File: config.mk
export PLATFORM = sky130hd
export DESIGN_NAME = feature_map_readout
export DESIGN_NICKNAME = d
export VERILOG_FILES = /design/src/rtl/nn_pkg.sv /design/src/rtl/result_regfile.sv /design/src/rtl/feature_map_readout.sv
export SDC_FILE = /design/constraint.sdc
export NUM_CORES = 1
export LEC_CHECK = 0
export BUFFER_PORTS_ARGS = -buffer_cell sky130_fd_sc_hd__buf_2
export CAP_MARGIN = 10
export CORE_ASPECT_RATIO = 1.75
export CORE_MARGIN = 1
export CORE_UTILIZATION = 30
export CTS_CLUSTER_DIAMETER = 80
export CTS_CLUSTER_SIZE = 30
export DETAILED_ROUTE_END_ITERATION = 10
export GPL_TIMING_DRIVEN = 0
export PLACE_DENSITY = 0.47
export REMOVE_ABC_BUFFERS = 1
export SYNTH_ARGS = -nofsm -noshare
export SYNTH_HDL_FRONTEND = slang
export SYNTH_SLANG_ARGS = --single-unit
File: constraint.sdc
create_clock -name clk -period 2.4 [get_ports clk]
set_clock_uncertainty 0.1 [all_clocks]
set_input_delay 0.24 -clock clk [delete_from_list [all_inputs] [get_ports clk]]
set_output_delay 0.24 -clock clk [all_outputs]
set_load 0.03 [all_outputs]
File: src/rtl/nn_pkg.sv
// Constants and state type shared by the conv layer, the readout block and the top level.
package nn_pkg;

  localparam int FMAP_POS = 36;
  localparam int FMAP_CH  = 2;
  localparam int DATA_W   = 8;

  typedef enum logic [1:0] {
    COLLECT = 2'd0,
    DRAIN   = 2'd1,
    DONE    = 2'd2
  } readout_state_t;

endpackage

File: src/rtl/result_regfile.sv
// Feature result buffer: one byte pair written per position, combinational read of any byte.
module result_regfile #(
  parameter  int N_POS = 36,
  parameter  int DW    = 8,
  localparam int PW    = $clog2(N_POS),
  localparam int NB    = N_POS * 2,
  localparam int AW    = $clog2(NB)
) (
  input  logic          clk,
  input  logic          rst_n,
  input  logic          we,
  input  logic [PW-1:0] wr_pos,
  input  logic [DW-1:0] wdata_0,
  input  logic [DW-1:0] wdata_1,
  input  logic [AW-1:0] rd_addr,
  output logic [DW-1:0] rd_data
);

  logic [DW-1:0] mem_flat [NB];

  // Each position owns its byte pair; address 2*pos holds channel 0, 2*pos+1 channel 1.
  for (genvar gi = 0; gi < N_POS; gi++) begin : g_pos
    logic          hit;
    logic [DW-1:0] lo_q, lo_d, hi_q, hi_d;

    assign hit = we && (wr_pos == PW'(gi));

    always_comb begin
      lo_d = lo_q;
      hi_d = hi_q;
      if (hit) begin
        lo_d = wdata_0;
        hi_d = wdata_1;
      end
    end

    always_ff @(posedge clk or negedge rst_n) begin
      if (!rst_n) begin
        lo_q <= '0;
        hi_q <= '0;
      end else begin
        lo_q <= lo_d;
        hi_q <= hi_d;
      end
    end

    assign mem_flat[2*gi]   = lo_q;
    assign mem_flat[2*gi+1] = hi_q;
  end

  assign rd_data = (rd_addr < AW'(NB)) ? mem_flat[rd_addr] : '0;

endmodule

File: src/rtl/feature_map_readout.sv
// Collects per-position channel pairs into a result buffer, then streams the buffer out
// one byte per valid/ready transfer.
module feature_map_readout
  import nn_pkg::*;
#(
  parameter  int N_POS = FMAP_POS,
  parameter  int N_CH  = FMAP_CH,
  parameter  int DW    = DATA_W,
  localparam int NB    = N_POS * N_CH,
  localparam int IW    = $clog2(NB),
  localparam int PW    = $clog2(N_POS)
) (
  input  logic          clk,
  input  logic          rst_n,
  input  logic          clear,
  input  logic          in_valid,
  input  logic [DW-1:0] in_data_0,
  input  logic [DW-1:0] in_data_1,
  input  logic          out_ready,
  output logic          out_valid,
  output logic [DW-1:0] out_data,
  output logic [IW-1:0] out_index,
  output logic          out_last,
  output logic          done,
  output logic          overflow
);

  localparam logic [PW-1:0] LAST_POS = PW'(N_POS - 1);
  localparam logic [IW-1:0] LAST_IDX = IW'(NB - 1);

  readout_state_t state_q, state_d;
  logic [PW-1:0]  wr_pos_q, wr_pos_d;
  logic [IW-1:0]  rd_ptr_q, rd_ptr_d;
  logic           overflow_q, overflow_d;
  logic           we;
  logic [DW-1:0]  rd_data;

  result_regfile #(
    .N_POS (N_POS),
    .DW    (DW)
  ) u_regfile (
    .clk     (clk),
    .rst_n   (rst_n),
    .we      (we),
    .wr_pos  (wr_pos_q),
    .wdata_0 (in_data_0),
    .wdata_1 (in_data_1),
    .rd_addr (rd_ptr_q),
    .rd_data (rd_data)
  );

  always_comb begin
    state_d    = state_q;
    wr_pos_d   = wr_pos_q;
    rd_ptr_d   = rd_ptr_q;
    overflow_d = overflow_q;
    we         = 1'b0;
    // clear outranks everything, including a coincident sample, which is silently dropped
    if (clear) begin
      state_d    = COLLECT;
      wr_pos_d   = '0;
      rd_ptr_d   = '0;
      overflow_d = 1'b0;
    end else begin
      case (state_q)
        COLLECT: begin
          if (in_valid) begin
            we = 1'b1;
            if (wr_pos_q == LAST_POS) begin
              state_d  = DRAIN;
              rd_ptr_d = '0;
            end else begin
              wr_pos_d = wr_pos_q + PW'(1);
            end
          end
        end
        DRAIN: begin
          if (in_valid) overflow_d = 1'b1;
          if (out_ready) begin
            if (rd_ptr_q == LAST_IDX) state_d = DONE;
            else                      rd_ptr_d = rd_ptr_q + IW'(1);
          end
        end
        DONE: begin
          if (in_valid) overflow_d = 1'b1;
        end
        default: state_d = COLLECT;
      endcase
    end
  end

  always_ff @(posedge clk or negedge rst_n) begin
    if (!rst_n) begin
      state_q    <= COLLECT;
      wr_pos_q   <= '0;
      rd_ptr_q   <= '0;
      overflow_q <= 1'b0;
    end else begin
      state_q    <= state_d;
      wr_pos_q   <= wr_pos_d;
      rd_ptr_q   <= rd_ptr_d;
      overflow_q <= overflow_d;
    end
  end

  assign out_valid = (state_q == DRAIN);
  assign out_data  = out_valid ? rd_data : '0;
  assign out_index = rd_ptr_q;
  assign out_last  = out_valid && (rd_ptr_q == LAST_IDX);
  assign done      = (state_q == DONE);
  assign overflow  = overflow_q;

endmodule

* Word level (Yosys, flattened, before mapping)
Index checks and enable logic that the tools add are counted.
** Storage, ports and cells
- Word-level logic and storage cells :: 201
- Output and inout bits :: 19
- Bits in registers :: 592
- Memories :: 0
- Input bits :: 21
- RAM bits :: 0
- Bits in latches :: 0
- Bits in read-only memories :: 0
** Cells by class
- Eq/ne operators :: 45
- Multiply operators :: 0
- Add/subtract/negate cells :: 2
- Mux-type cells :: 27
- Divide/modulo/power cells :: 0
- Shift operators :: 0
- Order comparisons :: 2
- Bitwise gates (word level) :: 1
- Reductions and logical operators :: 48
** Operators with widths (count)
- == test 6 x 5 -> 1 bit, second input constant :: 16
- binary-select mux 8 bit (select 7 bit) :: 1
- == test 6 x 4 -> 1 bit, second input constant :: 8
- logical AND 1 bit :: 37
- two-way mux 7 bit :: 5
- two-way mux 8 bit :: 4
- == test 6 x 3 -> 1 bit, second input constant :: 4
- == test 6 bit, second input constant :: 4
- two-way mux 6 bit :: 4
- case mux 7 bit (2 select lines) :: 1
- == test 6 x 2 -> 1 bit, second input constant :: 2
- != test 3 bit, second input constant :: 4
- two-way mux 2 bit :: 5
- AND reduction 5 bit :: 2
- >= comparator 8 bit, second input constant :: 1
- NOT 7 -> 8 bit :: 1
- adder 7 x 1 -> 7 bit, second input constant :: 1
- == test 7 bit, second input constant :: 1
- < comparator 7 bit, second input constant :: 1
- adder 6 x 1 -> 6 bit, second input constant :: 1
- == test 6 x 1 -> 1 bit, second input constant :: 1
- zero test 6 bit :: 1
- two-way mux 1 bit :: 6
- case mux 2 bit (3 select lines) :: 1
- other kinds (10) :: 13

* Longest topological paths before layout
Gate-level depths: netlist of the first run.
- Depth after elaboration :: 6
- Gate-level depth with buffers :: 10
- Depth with buffers taken out :: 7

* Hierarchy
A second synthesis of the first run with hierarchy kept.
** Second synthesis, totals
- Cell total of the unflattened synthesis :: 1802
- Area, all modules :: 27371.3 µm²
** Modules (own cells, without submodules)
- result_regfile :: instances 1, cells an instance 1686, area an instance 26306.5 µm²
- feature_map_readout :: instances 1, cells an instance 116, area an instance 1064.8 µm²

* Worst setup path after synthesis of the first run
OpenSTA, ideal clock, no wires.
- Path type :: reg-to-output
- From :: reg rd_ptr_q[0] (netlist: out_index[0])
- To :: out out_data[7]
- Path slack :: -0.575 ns
- Arrival :: 2.635 ns
- Cell stages (with the launch flop) :: 10
- Required time :: 2.060 ns
- Path through :: dfrtp_1 -> buf_6 -> buf_8 -> buf_6 -> buf_6 -> buf_6 -> mux2i_1 -> a221oi_1 -> o21ai_0 -> a221oi_1
** On the way
- Longest elaborated chain between the ends :: 6
- Elaborated cells between the ends (all ways) :: 7
- Those cells by class :: 1 x order compare; 5 x mux; 1 x bitwise
** Ends and longest elaborated chain
- from (decl) :: RTL line feature_map_readout.sv:33 : logic [IW-1:0] rd_ptr_q, rd_ptr_d;
- from (signal assigned) :: RTL line feature_map_readout.sv:101 : rd_ptr_q <= rd_ptr_d;
- NOT 7 -> 8 bit (not written as such) :: RTL line result_regfile.sv:51 : assign rd_data = (rd_addr < AW'(NB)) ? mem_flat[rd_addr] : '0;
- binary-select mux 8 bit (select 7 bit) :: RTL line result_regfile.sv:51
- two-way mux 8 bit (not written as such) (2 in a row) :: RTL line result_regfile.sv:51
- two-way mux 8 bit (*) :: RTL line result_regfile.sv:51
- two-way mux 8 bit (*) :: RTL line feature_map_readout.sv:107 : assign out_data = out_valid ? rd_data : '0;
- to (decl) :: RTL line feature_map_readout.sv:21 : output logic [DW-1:0] out_data,
Every way passes the cells marked *; elsewhere a longest branch is shown, timed or not. The select of a mux whose other input is x is not followed.

* Worst setup path after layout of the first run
- From :: reg rd_ptr_q[0] (netlist: out_index[0])
- To :: out out_data[1]
The elaborated chain is that of the path after synthesis.

==> results of run 1 <==
logic make-up after synthesis:
logic type	share of synthesized area
xor+xnor	0.001278
simple gates	0.02879
flops	0.5403
fa+ha+maj	0.004107
buf+inv	0.03062
compound gates	0.03591
mux	0.3590
layout make-up:
type / instances / area share
Tap cell: 1184 / 0.04636
Timing Repair Buffer: 151 / 0.06250
Multi-Input combinational cell: 1058 / 0.4038
Clock buffer: 27 / 0.02013
Clock inverter: 4 / 0.001488
Antenna cell: 1 / 0.00007831
Inverter: 10 / 0.001331
Sequential cell: 592 / 0.4644
worst max path at each step:
stage                       startpoint                          to  slack [ps]  cells after the start
after detailed placement  out_index[3]                 out_data[7]       -2040                      6
after global placement           rst_n  u_regfile.g_pos[9].lo_q[3]      -10840                      1
after CTS                 out_index[0]                 out_data[1]       -1180                      8
after global routing      out_index[0]                 out_data[1]       -1200                      8
final                     out_index[0]                 out_data[1]       -1130                      8
after floorplan           out_index[0]                 out_data[7]       -6220                      5
layer usage:
layer	GRT usage	up-vias
li1	-	6778
met1	0.2225	8985
met2	0.3272	274
met3	0.01198	102
met4	0.05740	0
met5	0	-
flip-flops by register name, indices dropped and copies added (netlist names):
| name | flops |
|---|---|
| u_regfile.g_pos.hi_q | 288 |
| state_q | 2 |
| wr_pos_q | 6 |
| out_index | 7 |
| u_regfile.g_pos.lo_q | 288 |
| overflow | 1 |
power by group through the flow:
stage / Combinational, mW / Clock, mW / Sequential, mW
after CTS: 4.19 / 5.44 / 10.7
final: 4.25 / 5.18 / 10.7
after detailed placement: 3.05 / 0 / 11.0
after global routing: 4.50 / 5.73 / 10.8
after floorplan: 1.75 / 0 / 11.1
after global placement: 2.73 / 0 / 11.1
per-stage QoR:
stage / instance area, sq um / hold WS, ps / TNS [ps]
global route: 31950 / -573.8 / -35550
floorplan: 26620 / -155.6 / -228570
finish: 31950 / -584.6 / -19290
detailed placement: 28740 / 167.7 / -350350
global placement: 28290 / 369.9 / -7118440
CTS: 31740 / -506.4 / -20660
what timing repair did:
item                                    in CTS  in global routing
pin swaps                                   46                 22
cloned                                      13                  0
endpoints found under the hold margin       91                153
setup buffers                               73                 12
resized for setup                          253                 31
endpoints found under the setup margin     598                418
worst max-delay path, cell delays in order (launching register included):
cell and delay (ps):
dfrtp_4 500, buf_12 190, buf_16 140, buf_12 110, mux4_2 500, a22oi_2 290
a21oi_2 140, o41a_1 520, buf_6 180
layout by cell type (no fill, tap or decap), types with 19 or more instances in the layout:
cell       count
clkbuf_16     25
a21oi_1       19
mux2_2       568
buf_12        27
buf_4         43
mux4_2       120
mux2i_1       53
a22oi_2       19
buf_6         20
buf_2         29
buf_16        21
dfrtp_1      585
==> out/summary.txt, run 1 <==
PD cells -> 631.7 mW/mm^2
Post-DP HPWL -> 49.07 mm
IO Port Bufs -> 39
Slew Viols, Final -> 0
Final Cycle Share -> 1.469
Area occupied by multi-input gates -> 0.01290 sq mm
Reg2reg end -> out_index[5]
Post-Layout Cell Count -> 3027
Reg power frac -> 0.533
HP Class -> in -> async
Worst vdd ir -> 0.4396 mV
Max Freq -> 283.6 MHz
Die X -> 230.5 um
CTS tree -> done
Via Count -> 16140
Met3 wire len -> 1.986 mm
Worst-Skew Late Latency -> 610 ps
Synth top area cells -> dfrtp_1 54%, mux2_2 24%, mux4_2 9.9%
Status -> finished, violations left
Clk sinks -> 592
Commonest cells post-synth -> 592 x dfrtp_1, 573 x mux2_2, 120 x mux4_2, 91 x clkbuf_1, 61 x mux2i_1
Die Y-Extent -> 401.9 um
First-pass GRT wire length -> 122.9 mm
Vias per cell -> 5.332
Met1 WL -> 33.71 mm
Logic pwr share -> 0.211
Setup-failing EPs final -> 136
Register area share after synthesis -> 0.5403
GRT overflow -> 0
Overall power -> 20.18 mW
Vias in the first global route -> 17670
Highest routed metal layer -> met4
Total CTS buffers -> 24
# fillers -> 8627
Syn Area/Cell -> 15.10 sq um
Initial Util -> 0.3032
DRT iter0 DRCs -> 959
Reg-to-Reg Start -> out_index[0]
DR WL met2 -> 43.86 mm
Drt pass-1 iters -> 4
Clk buf depth -> 3
DRC -> 0
GRT Util Overall -> 0.1791
Rel. slew slack -> 0.2488
Wirelength per Cell -> 27.17 um
Critical path arrival -> 3190 ps
Drt total wl -> 82.24 mm
Final hold vios -> 153
Layout cells sized above 1 -> 0.5603
Sequential Area -> 0.01484 sq mm
Count of flip-flops with a built-in enable after synthesis -> 0
Internal Power -> 14.37 mW
Switch Pwr -> 5.810 mW
Antenna violations before repair -> 0
Synth warn -> 0
Post-route minimum period -> 3526 ps
RSZ-0062 raised after global routing -> yes
Pin count of the biggest net entering global routing -> 122
GPL Wtd Cong -> 0.8417
Cts hold-fix bufs -> 3
Most frequent cell after synthesis -> dfrtp_1
Flop-to-flop setup slack -> -370 ps
Top FF cell, synth -> dfrtp_1
Layout net count -> 1867
Worst Max-Slew Pin Slew -> 1127 ps
Crit-path max FO -> 8
Startpoint Class -> flop
Worst R2R Path Depth -> 12
Max_cap viols -> 0
H-tree Lvls -> 1
CTS clk-pin slew, worst paths -> 110 ps
Mapped Cells -> 1816
Clk pwr share -> 0.257
Area growth syn-to-layout -> 16.53%
Worst path required time -> 2060 ps
# IOs -> 40
Flop and latch count out of synthesis -> 592
Clk root buf -> clkbuf_16
Leakage -> 14.48 nW
Cell area after synthesis -> 0.02742 sq mm
Sw frac -> 0.2878
Dpl cells -> 2897
Antenna viol nets, final -> 0
Die area -> 0.09266 sq mm
Share of the synthesized area in the top cell type -> 0.5403
Fin Hold WS -> -584.6 ps
Synth area leader -> dfrtp_1
Placement Rows -> 146
CP Capture Type -> primary output
Worst setup margin -> -1126 ps
Pre-CTS setup slack -> -2038 ps
Fraction of registers with async set/reset -> 1.000
Failing checks -> negative hold slack, negative setup slack
Critical path type -> reg -> out
Core Region -> 0.09042 sq mm
Distinct cell type count after synthesis -> 62
Layout Utilization -> 0.3534
No activity file was read; power rests on OpenSTA's default activity.
==> inputs of run 2 (changes only) <==
Settings changed: PLACE_DENSITY 0.47 to 0.46.
Clock period 2.4 ns to 4.5 ns, I/O delays scaled along.
==> out/summary.txt, run 2 (synthesis gave the netlist of run 1 again) <==
DRT iter0 DRCs -> 892
Critical path arrival -> 3870 ps
Post-DP HPWL -> 50.44 mm
Post-route minimum period -> 4420 ps
GRT Util Overall -> 0.1725
H-tree Lvls -> 1
Max_cap viols -> 0
Fin Hold WS -> 79.94 ps
Die area -> 0.09266 sq mm
Vias in the first global route -> 17040
# fillers -> 8801
# IOs -> 40
RSZ-0062 raised after global routing -> no
Worst R2R Path Depth -> 3
Reg-to-Reg Start -> wr_pos_q[2]
CTS tree -> done
Clk buf depth -> 3
CP Capture Type -> primary output
Start point of the critical path -> out_index[1]
HP Class -> in -> reg
Reg2reg end -> u_regfile.g_pos[18].hi_q[1]
Leakage -> 13.74 nW
Drt total wl -> 79.06 mm
Status -> finished clean
Die Y-Extent -> 401.9 um
Rel. slew slack -> 0.2700
Layout cells sized above 1 -> 0.4787
DRC -> 0
Worst path required time -> 3950 ps
Total CTS buffers -> 25
Antenna violations before repair -> 4
Final Cycle Share -> 0.9823
Dpl cells -> 2901
Worst Max-Slew Pin Slew -> 1095 ps
Pin count of the biggest net entering global routing -> 121
CTS clk-pin slew, worst paths -> 120 ps
Max Freq -> 226.2 MHz
Wirelength per Cell -> 26.83 um
Die X -> 230.5 um
Clk sinks -> 592
Worst vdd ir -> 0.2463 mV
Post-Layout Cell Count -> 2947
Fin area -> 0.02971 sq mm
IO Port Bufs -> 39
Core Region -> 0.09042 sq mm
GPL Wtd Cong -> 0.7883
PD cells -> 346.1 mW/mm^2
Vias per cell -> 5.283
Critical path capture point -> out_data[0]
Final hold vios -> 0
Layout net count -> 1782
Crit-path max FO -> 35
First-pass GRT wire length -> 118.4 mm
Slew Viols, Final -> 0
Critical path type -> reg -> out
Overall power -> 10.28 mW
Setup-failing EPs final -> 0
Initial Util -> 0.3032
Via Count -> 15570
Area growth syn-to-layout -> 8.364%
DP Area -> 0.02880 sq mm
Placement Rows -> 146
Worst-Skew Late Latency -> 620 ps
Flop-to-flop setup slack -> 1310 ps
GRT overflow -> 0
Clk root buf -> clkbuf_16
Antenna viol nets, final -> 0
Most common cell after layout, fill and taps aside -> dfrtp_1
Highest-count cells in the layout ignoring fill and taps -> 587 x dfrtp_1, 573 x mux2_2, 120 x mux4_2, 61 x mux2i_1, 38 x buf_2
Startpoint Class -> flop
Drt pass-1 iters -> 5
## run 2: final cells by class
type | count | area, sq um | share of cell area
flip-flops and latches | 592 | 14830 | 0.4990
repair buffers | 68 | 773.2 | 0.02602
clock inverters | 8 | 80.08 | 0.002695
clock buffers | 28 | 646.9 | 0.02177
multi-input cells | 1055 | 11860 | 0.3992
inverters | 10 | 37.54 | 0.001263
diodes | 2 | 5.005 | 0.0001684
well taps | 1184 | 1481 | 0.04986
## run 2: layer usage
| metal | share of wire | up-vias | GRT usage |
|---|---|---|---|
| li1 | - | 6586 | - |
| met1 | 0.41 | 8616 | 0.2135 |
| met2 | 0.53 | 276 | 0.3165 |
| met3 | 0.025 | 89 | 0.01276 |
| met4 | 0.029 | 2 | 0.05252 |
| met5 | 0.00014 | - | 0 |
## run 2: how the worst min path moves through the flow
stage,end,slack [ps],cells after the start,startpoint
final,out_index[0],80,3,out_ready
after global routing,out_index[1],60,3,out_ready
after CTS,out_index[0],30,3,out_ready
after detailed placement,u_regfile.g_pos[19].lo_q[0],320,1,rst_n
after global placement,u_regfile.g_pos[11].hi_q[1],370,1,u_regfile.g_pos[11].hi_q[1]
after floorplan,out_index[0],50,0,rst_n
## run 2: what timing repair did
item,in CTS,in global routing
pin swaps,0,0
endpoints found under the hold margin,60,0
hold buffers,1,0
buffers inserted,6,0
cloned,0,1
endpoints found under the setup margin,8,5
resized for setup,14,4
## run 2: per-stage QoR
stage	setup slack [ps]	TNS, ps	utilization
6_report	79.53	0	0.3286
2_1_floorplan	-4334	-71900	-
5_1_grt	7.891	0	0.3285
3_5_place_dp	-281.9	-281.9	0.3184
4_1_cts	21.18	0	0.3280
3_3_place_gp	-9094	-5433310	0.3129
## run 2: report_power, final
part / internal [mW] / switching [mW] / total (mW)
clock: 1.07 / 1.79 / 2.87
combinational: 0.680 / 1.02 / 1.70
sequential: 5.58 / 0.132 / 5.71
## run 2: critical path, cell delays in order, from the launching register on
cell and delay [ps]:
dfrtp_4 670, buf_16 290, nor2b_1 870, a221oi_1 220, o21ai_0 250, a21oi_1 240, o311a_1 500, buf_2 210
